===== config.mk =====
export PLATFORM = sky130hd
export DESIGN_NAME = axi_lite_arbiter
export DESIGN_NICKNAME = d
export VERILOG_FILES = /design/src/rtl/axi_lite_pkg.sv /design/src/rtl/rr_pick2.sv /design/src/rtl/axi_lite_arbiter.sv
export SDC_FILE = /design/constraint.sdc
export NUM_CORES = 1
export LEC_CHECK = 0
export CORE_AREA = 2 2 171 173
export CTS_CLUSTER_SIZE = 12
export DETAILED_ROUTE_END_ITERATION = 7
export DIE_AREA = 0 0 173 175
export SLEW_MARGIN = 40
export SYNTH_ARGS = -nofsm -noshare
export SYNTH_HDL_FRONTEND = slang
export SYNTH_SLANG_ARGS = --single-unit

===== constraint.sdc =====
create_clock -name clk -period 1.6 [get_ports clk]
set_input_delay 0.48 -clock clk [delete_from_list [all_inputs] [get_ports clk]]
set_output_delay 0.48 -clock clk [all_outputs]
set_load 0.01 [all_outputs]

===== src/rtl/axi_lite_pkg.sv =====
// Shared types/constants for the AXI-Lite arbiter slice.
// Arbiter FSM states, response codes, grant encodings.
package axi_lite_pkg;

  typedef enum logic [2:0] {
    IDLE,
    WR_AW,
    WR_B,
    RD_AR,
    RD_R
  } state_t;

  localparam logic [1:0] RESP_OKAY   = 2'b00;
  localparam logic [1:0] RESP_SLVERR = 2'b10;

  localparam logic [1:0] GRANT_NONE = 2'b00;
  localparam logic [1:0] GRANT_M0   = 2'b01;
  localparam logic [1:0] GRANT_M1   = 2'b10;

endpackage


===== src/rtl/rr_pick2.sv =====
// 2-way round-robin picker, purely combinational.
// Ports: req[1:0], last (last granted index) -> one-hot gnt.
module rr_pick2 (
  input  logic [1:0] req,
  input  logic       last,
  output logic [1:0] gnt
);

  // On a tie the master after the last-granted one wins.
  always_comb begin
    gnt = 2'b00;
    case (req)
      2'b11:   gnt = last ? 2'b01 : 2'b10;
      default: gnt = req;
    endcase
  end

endmodule


===== src/rtl/axi_lite_arbiter.sv =====
// Two-master round-robin AXI-Lite arbiter, whole-transaction grants.
// Ports: clk, rst_n, m0/m1 AW/W/B/AR/R, slave-side o_s_*/i_s_*, o_grant.
module axi_lite_arbiter
  import axi_lite_pkg::*;
#(
  parameter int ADDR_WIDTH   = 32,
  parameter int DATA_WIDTH   = 32,
  parameter int STROBE_WIDTH = DATA_WIDTH / 8
) (
  input  logic                    clk,
  input  logic                    rst_n,
  input  logic                    i_m0_awvalid,
  input  logic [ADDR_WIDTH-1:0]   i_m0_awaddr,
  output logic                    o_m0_awready,
  input  logic                    i_m0_wvalid,
  input  logic [STROBE_WIDTH-1:0] i_m0_wstrb,
  input  logic [DATA_WIDTH-1:0]   i_m0_wdata,
  output logic                    o_m0_wready,
  output logic                    o_m0_bvalid,
  output logic [1:0]              o_m0_bresp,
  input  logic                    i_m0_bready,
  input  logic                    i_m0_arvalid,
  input  logic [ADDR_WIDTH-1:0]   i_m0_araddr,
  output logic                    o_m0_arready,
  output logic                    o_m0_rvalid,
  output logic [1:0]              o_m0_rresp,
  output logic [DATA_WIDTH-1:0]   o_m0_rdata,
  input  logic                    i_m0_rready,
  input  logic                    i_m1_awvalid,
  input  logic [ADDR_WIDTH-1:0]   i_m1_awaddr,
  output logic                    o_m1_awready,
  input  logic                    i_m1_wvalid,
  input  logic [STROBE_WIDTH-1:0] i_m1_wstrb,
  input  logic [DATA_WIDTH-1:0]   i_m1_wdata,
  output logic                    o_m1_wready,
  output logic                    o_m1_bvalid,
  output logic [1:0]              o_m1_bresp,
  input  logic                    i_m1_bready,
  input  logic                    i_m1_arvalid,
  input  logic [ADDR_WIDTH-1:0]   i_m1_araddr,
  output logic                    o_m1_arready,
  output logic                    o_m1_rvalid,
  output logic [1:0]              o_m1_rresp,
  output logic [DATA_WIDTH-1:0]   o_m1_rdata,
  input  logic                    i_m1_rready,
  output logic                    o_s_awvalid,
  output logic [ADDR_WIDTH-1:0]   o_s_awaddr,
  input  logic                    i_s_awready,
  output logic                    o_s_wvalid,
  output logic [STROBE_WIDTH-1:0] o_s_wstrb,
  output logic [DATA_WIDTH-1:0]   o_s_wdata,
  input  logic                    i_s_wready,
  input  logic                    i_s_bvalid,
  input  logic [1:0]              i_s_bresp,
  output logic                    o_s_bready,
  output logic                    o_s_arvalid,
  output logic [ADDR_WIDTH-1:0]   o_s_araddr,
  input  logic                    i_s_arready,
  input  logic                    i_s_rvalid,
  input  logic [1:0]              i_s_rresp,
  input  logic [DATA_WIDTH-1:0]   i_s_rdata,
  output logic                    o_s_rready,
  output logic [1:0]              o_grant
);

  state_t     state;
  logic       owner;
  logic       last;
  logic       aw_done;
  logic       w_done;
  logic [1:0] grant_q;
  logic [1:0] pick;

  logic in_aw, in_b, in_ar, in_r;
  logic aw_hs, w_hs, b_hs, ar_hs, r_hs;
  logic awrdy, wrdy, bv, arrdy, rv;

  rr_pick2 u_pick (
    .req  ({i_m1_awvalid | i_m1_arvalid,
            i_m0_awvalid | i_m0_arvalid}),
    .last (last),
    .gnt  (pick)
  );

  assign in_aw = (state == WR_AW);
  assign in_b  = (state == WR_B);
  assign in_ar = (state == RD_AR);
  assign in_r  = (state == RD_R);

  // Payload muxes follow the owner; valids are gated by state.
  assign o_s_awaddr = owner ? i_m1_awaddr : i_m0_awaddr;
  assign o_s_wstrb  = owner ? i_m1_wstrb  : i_m0_wstrb;
  assign o_s_wdata  = owner ? i_m1_wdata  : i_m0_wdata;
  assign o_s_araddr = owner ? i_m1_araddr : i_m0_araddr;

  assign o_s_awvalid = in_aw & ~aw_done &
                       (owner ? i_m1_awvalid : i_m0_awvalid);
  assign o_s_wvalid  = in_aw & ~w_done &
                       (owner ? i_m1_wvalid : i_m0_wvalid);
  assign o_s_bready  = in_b &
                       (owner ? i_m1_bready : i_m0_bready);
  assign o_s_arvalid = in_ar &
                       (owner ? i_m1_arvalid : i_m0_arvalid);
  assign o_s_rready  = in_r &
                       (owner ? i_m1_rready : i_m0_rready);

  assign awrdy = in_aw & ~aw_done & i_s_awready;
  assign wrdy  = in_aw & ~w_done & i_s_wready;
  assign bv    = in_b & i_s_bvalid;
  assign arrdy = in_ar & i_s_arready;
  assign rv    = in_r & i_s_rvalid;

  assign o_m0_awready = awrdy & ~owner;
  assign o_m1_awready = awrdy & owner;
  assign o_m0_wready  = wrdy & ~owner;
  assign o_m1_wready  = wrdy & owner;
  assign o_m0_bvalid  = bv & ~owner;
  assign o_m1_bvalid  = bv & owner;
  assign o_m0_arready = arrdy & ~owner;
  assign o_m1_arready = arrdy & owner;
  assign o_m0_rvalid  = rv & ~owner;
  assign o_m1_rvalid  = rv & owner;

  assign o_m0_bresp = i_s_bresp;
  assign o_m1_bresp = i_s_bresp;
  assign o_m0_rresp = i_s_rresp;
  assign o_m1_rresp = i_s_rresp;
  assign o_m0_rdata = i_s_rdata;
  assign o_m1_rdata = i_s_rdata;

  assign aw_hs = o_s_awvalid & i_s_awready;
  assign w_hs  = o_s_wvalid & i_s_wready;
  assign b_hs  = o_s_bready & i_s_bvalid;
  assign ar_hs = o_s_arvalid & i_s_arready;
  assign r_hs  = o_s_rready & i_s_rvalid;

  assign o_grant = grant_q;

  always_ff @(posedge clk) begin
    if (!rst_n) begin
      state   <= IDLE;
      owner   <= 1'b0;
      last    <= 1'b1;
      aw_done <= 1'b0;
      w_done  <= 1'b0;
      grant_q <= GRANT_NONE;
    end else begin
      unique case (state)
        IDLE: begin
          if (|pick) begin
            owner   <= pick[1];
            grant_q <= pick;
            // Write wins over read within the chosen master.
            state <= (pick[1] ? i_m1_awvalid : i_m0_awvalid)
                     ? WR_AW : RD_AR;
          end
        end
        WR_AW: begin
          if ((aw_done | aw_hs) & (w_done | w_hs)) begin
            state   <= WR_B;
            aw_done <= 1'b0;
            w_done  <= 1'b0;
          end else begin
            aw_done <= aw_done | aw_hs;
            w_done  <= w_done | w_hs;
          end
        end
        WR_B: begin
          if (b_hs) begin
            state   <= IDLE;
            last    <= owner;
            grant_q <= GRANT_NONE;
          end
        end
        RD_AR: begin
          if (ar_hs) state <= RD_R;
        end
        RD_R: begin
          if (r_hs) begin
            state   <= IDLE;
            last    <= owner;
            grant_q <= GRANT_NONE;
          end
        end
        default: state <= IDLE;
      endcase
    end
  end

endmodule

==> results.cfg <==
[sta]
fmax_ghz = 0.490
tightest_slew_ps = 298
setup_violations = 118
fin_ws_ps = -439
max_slew_margin = 0.800
hold_violations = 0
fin_skew_ps = 2.00
drv_slew = 0
rsz0062_at_grt = yes
final.min_clock_period_ps = 2040
period_share = 1.27

[global_routing]
grt_use_met3 = 0.0385
busiest_layer = met2
use_met2 = 0.168
grt_util_all_layers = 0.103
grt_max_degree = 12
grt_remaining_overflow = 0
antenna_found_initial = 0
use_met1 = 0.133
grt_pass1_vias = 3630
grt_first_pass_wirelength_um = 23900

[critical_path]
crit_path_end_kind = primary output
cp_data_required_time_ps = 1120
critPathKind = reg -> out
critPathBufInv = 5
worst_ep_arrival_time_ps = 1560
crit_fanout = 5
reg2reg_depth = 7
critPathLaunchType = flop
crit_cells = 6
crit_family = buffers and inverters
crit_slowest_cell = dfxtp_4
path_cells = buf_12 > buf_12 > buf_16 > buf_6 > mux2_4 > buf_6
critPathMaxStageDelay_ps = 350

[power_and_ir_drop]
seq_power_share = 0.078
power_switching_mw = 1.73
power.leakage_nw = 3.09
peakVddDrop_mv = 0.441
fin_total_pwr_mw = 4.94
clkPwrFrac = 0.090
pwr-share-comb = 0.832
internal_power_mw = 3.20
swShare = 0.351
power_density_mw_per_mm2 = 673

[drt]
drcViolationCount = 0
drtIter0Drc = 66
antenna_left = 0
wl_per_cell_um = 17.7
vias = 3432
finalWirelength_um = 17500
via_per_inst = 3.46
first_pass_iters = 4

[synthesis]
yosys_warnings = 0
netlist_area_mm2 = 0.00247
syn_nets = 536
ys_ff_latch = 9
syn_inst = 283
syn_avg_cell_area_um2 = 8.72
synth_cell_type_count = 37
ys_seq_area_frac = 0.0730

[clock_tree]
insertion_delay_ps = 230
htree_num_levels = 1
clockRootBuffer = clkbuf_16
cts.sinks = 9
tritoncts = done
cts_inserted_buffers = 3
max-clock-path-buffers = 2
clk_pin_slew_worst_paths_ps = 40

[cells_and_area]
antenna_cells = 0
mostFrequentLayoutCell = clkdlybuf4s50_1
final_util = 0.258
drive_gt1_frac = 0.544
post-route-cell-area_mm2 = 0.00733
mostFrequentLayoutCells = 206 x clkdlybuf4s50_1, 113 x buf_6, 97 x mux2_4
layout.nets = 861
areaGrowthSynthToFinish_pct = 197

[floorplan]
rows = 62
initial_core_util = 0.0869
core-area_mm2 = 0.0284
io_pins = 442
die_y_um = 175
die_w_um = 173
dieArea_mm2 = 0.0303

[outcome]
violations = setup timing
outcome = finished, violations left

[placement]
hpwl_um = 12100
placed_area_mm2 = 0.00593
gp_congestion = 0.757
numPortBuffers = 333
place_ws_ps = -848

[worst_hold_path]
hold_class = reg -> reg
hold_depth = 2

[flow_run]
drv_cap = 0
## sequential cells by signal, indices dropped and copies added (netlist names)
register	count
owner	1
last	1
state	3
w_done	1
aw_done	1
o_grant	2
## stage by stage
stage	std cells	setup TNS (ps)	hold WS, ps
2_1_floorplan	283	-508	509
3_3_place_gp	944	-65320	492
3_5_place_dp	944	-65610	503
4_1_cts	976	-40250	507
5_1_grt	991	-42660	530
6_report	991	-37990	503
## metal layers
metal  part of all wire  wire (um)
met3               0.10       1760
met5                  0          0
met2               0.46       8080
met4              0.013        225
met1               0.43       7480
## cells in the mapped netlist
| cell | number | share of area |
|---|---|---|
| a21oi_1 | 5 | 0.010 |
| a21oi_2 | 1 | 0.0036 |
| a311oi_1 | 1 | 0.0036 |
| a31oi_1 | 2 | 0.0051 |
| and2_1 | 1 | 0.0025 |
| and2b_1 | 1 | 0.0030 |
| and3_1 | 1 | 0.0025 |
| and3b_1 | 1 | 0.0036 |
| and4_1 | 1 | 0.0036 |
| buf_2 | 10 | 0.020 |
| buf_4 | 75 | 0.23 |
| buf_6 | 2 | 0.0091 |
| clkbuf_1 | 1 | 0.0015 |
| dfxtp_1 | 9 | 0.073 |
| inv_1 | 7 | 0.011 |
| mux2_2 | 101 | 0.46 |
| mux2i_1 | 5 | 0.020 |
| nand2_1 | 9 | 0.014 |
| nand2b_1 | 1 | 0.0025 |
| nand3_1 | 2 | 0.0041 |
| nand3b_1 | 1 | 0.0030 |
| nand4_1 | 2 | 0.0051 |
| nand4b_1 | 1 | 0.0036 |
| nor2_1 | 18 | 0.027 |
| nor2b_1 | 2 | 0.0051 |
| nor3_1 | 3 | 0.0061 |
| nor4_1 | 2 | 0.0051 |
| nor4b_1 | 1 | 0.0036 |
| nor4b_2 | 2 | 0.012 |
| o21a_1 | 4 | 0.012 |
| o21ai_0 | 5 | 0.010 |
| o21ai_2 | 1 | 0.0036 |
| o21bai_1 | 1 | 0.0030 |
| o221ai_1 | 1 | 0.0036 |
| o32ai_2 | 1 | 0.0066 |
| o41ai_1 | 1 | 0.0036 |
| or3_4 | 1 | 0.0046 |
## power by group through the flow
stage | Sequential [mW] | Combinational (mW) | Clock [mW]
global placement | 0.374 | 2.85 | 0
global route | 0.396 | 4.33 | 0.470
CTS | 0.378 | 3.73 | 0.452
floorplan | 0.319 | 1.41 | 0
detailed placement | 0.375 | 2.86 | 0
finish | 0.384 | 4.11 | 0.443
## cells by family (layout without fill, tap and decap cells)
kind of cell,count (synthesis),in the layout,synth area share
multiplexers,106,106,0.481
AND/OR/NAND/NOR,50,50,0.111
AO/OA/AOI/OAI,23,23,0.0649
flip-flops,9,9,0.0730
buffers and inverters,95,419,0.270
## cell type report
| type | count | area (um2) |
|---|---|---|
| Sequential cell | 9 | 195 |
| Inverter | 7 | 26.3 |
| Clock inverter | 1 | 5.00 |
| Fill cell | 3005 | 21100 |
| Clock buffer | 3 | 75.1 |
| Tap cell | 384 | 480 |
| Multi-Input combinational cell | 179 | 2180 |
| Timing Repair Buffer | 408 | 4370 |
## tightest hold or removal path: stages, from the launching register on
cell and delay [ps]:
dfxtp_1 320, nand2_1 60, a31oi_1 70
## worst paths after layout
kind	endpoint	slack, ps	startpoint
hold reg to reg	o_grant[0]	500	o_grant[0]
setup reg to reg	last	-100	owner
setup / recovery	o_s_araddr[15]	-440	owner
hold / removal	o_grant[0]	500	o_grant[0]
## timing repair
item | CTS | global route
gates resized for setup | 662 | 104
endpoints found under the setup margin | 124 | 123
pin swaps | 13 | 11
setup buffers | 17 | 15
hold buffers | 0 | 0
gates cloned | 11 | 3
No activity file was read; power rests on OpenSTA's default activity.
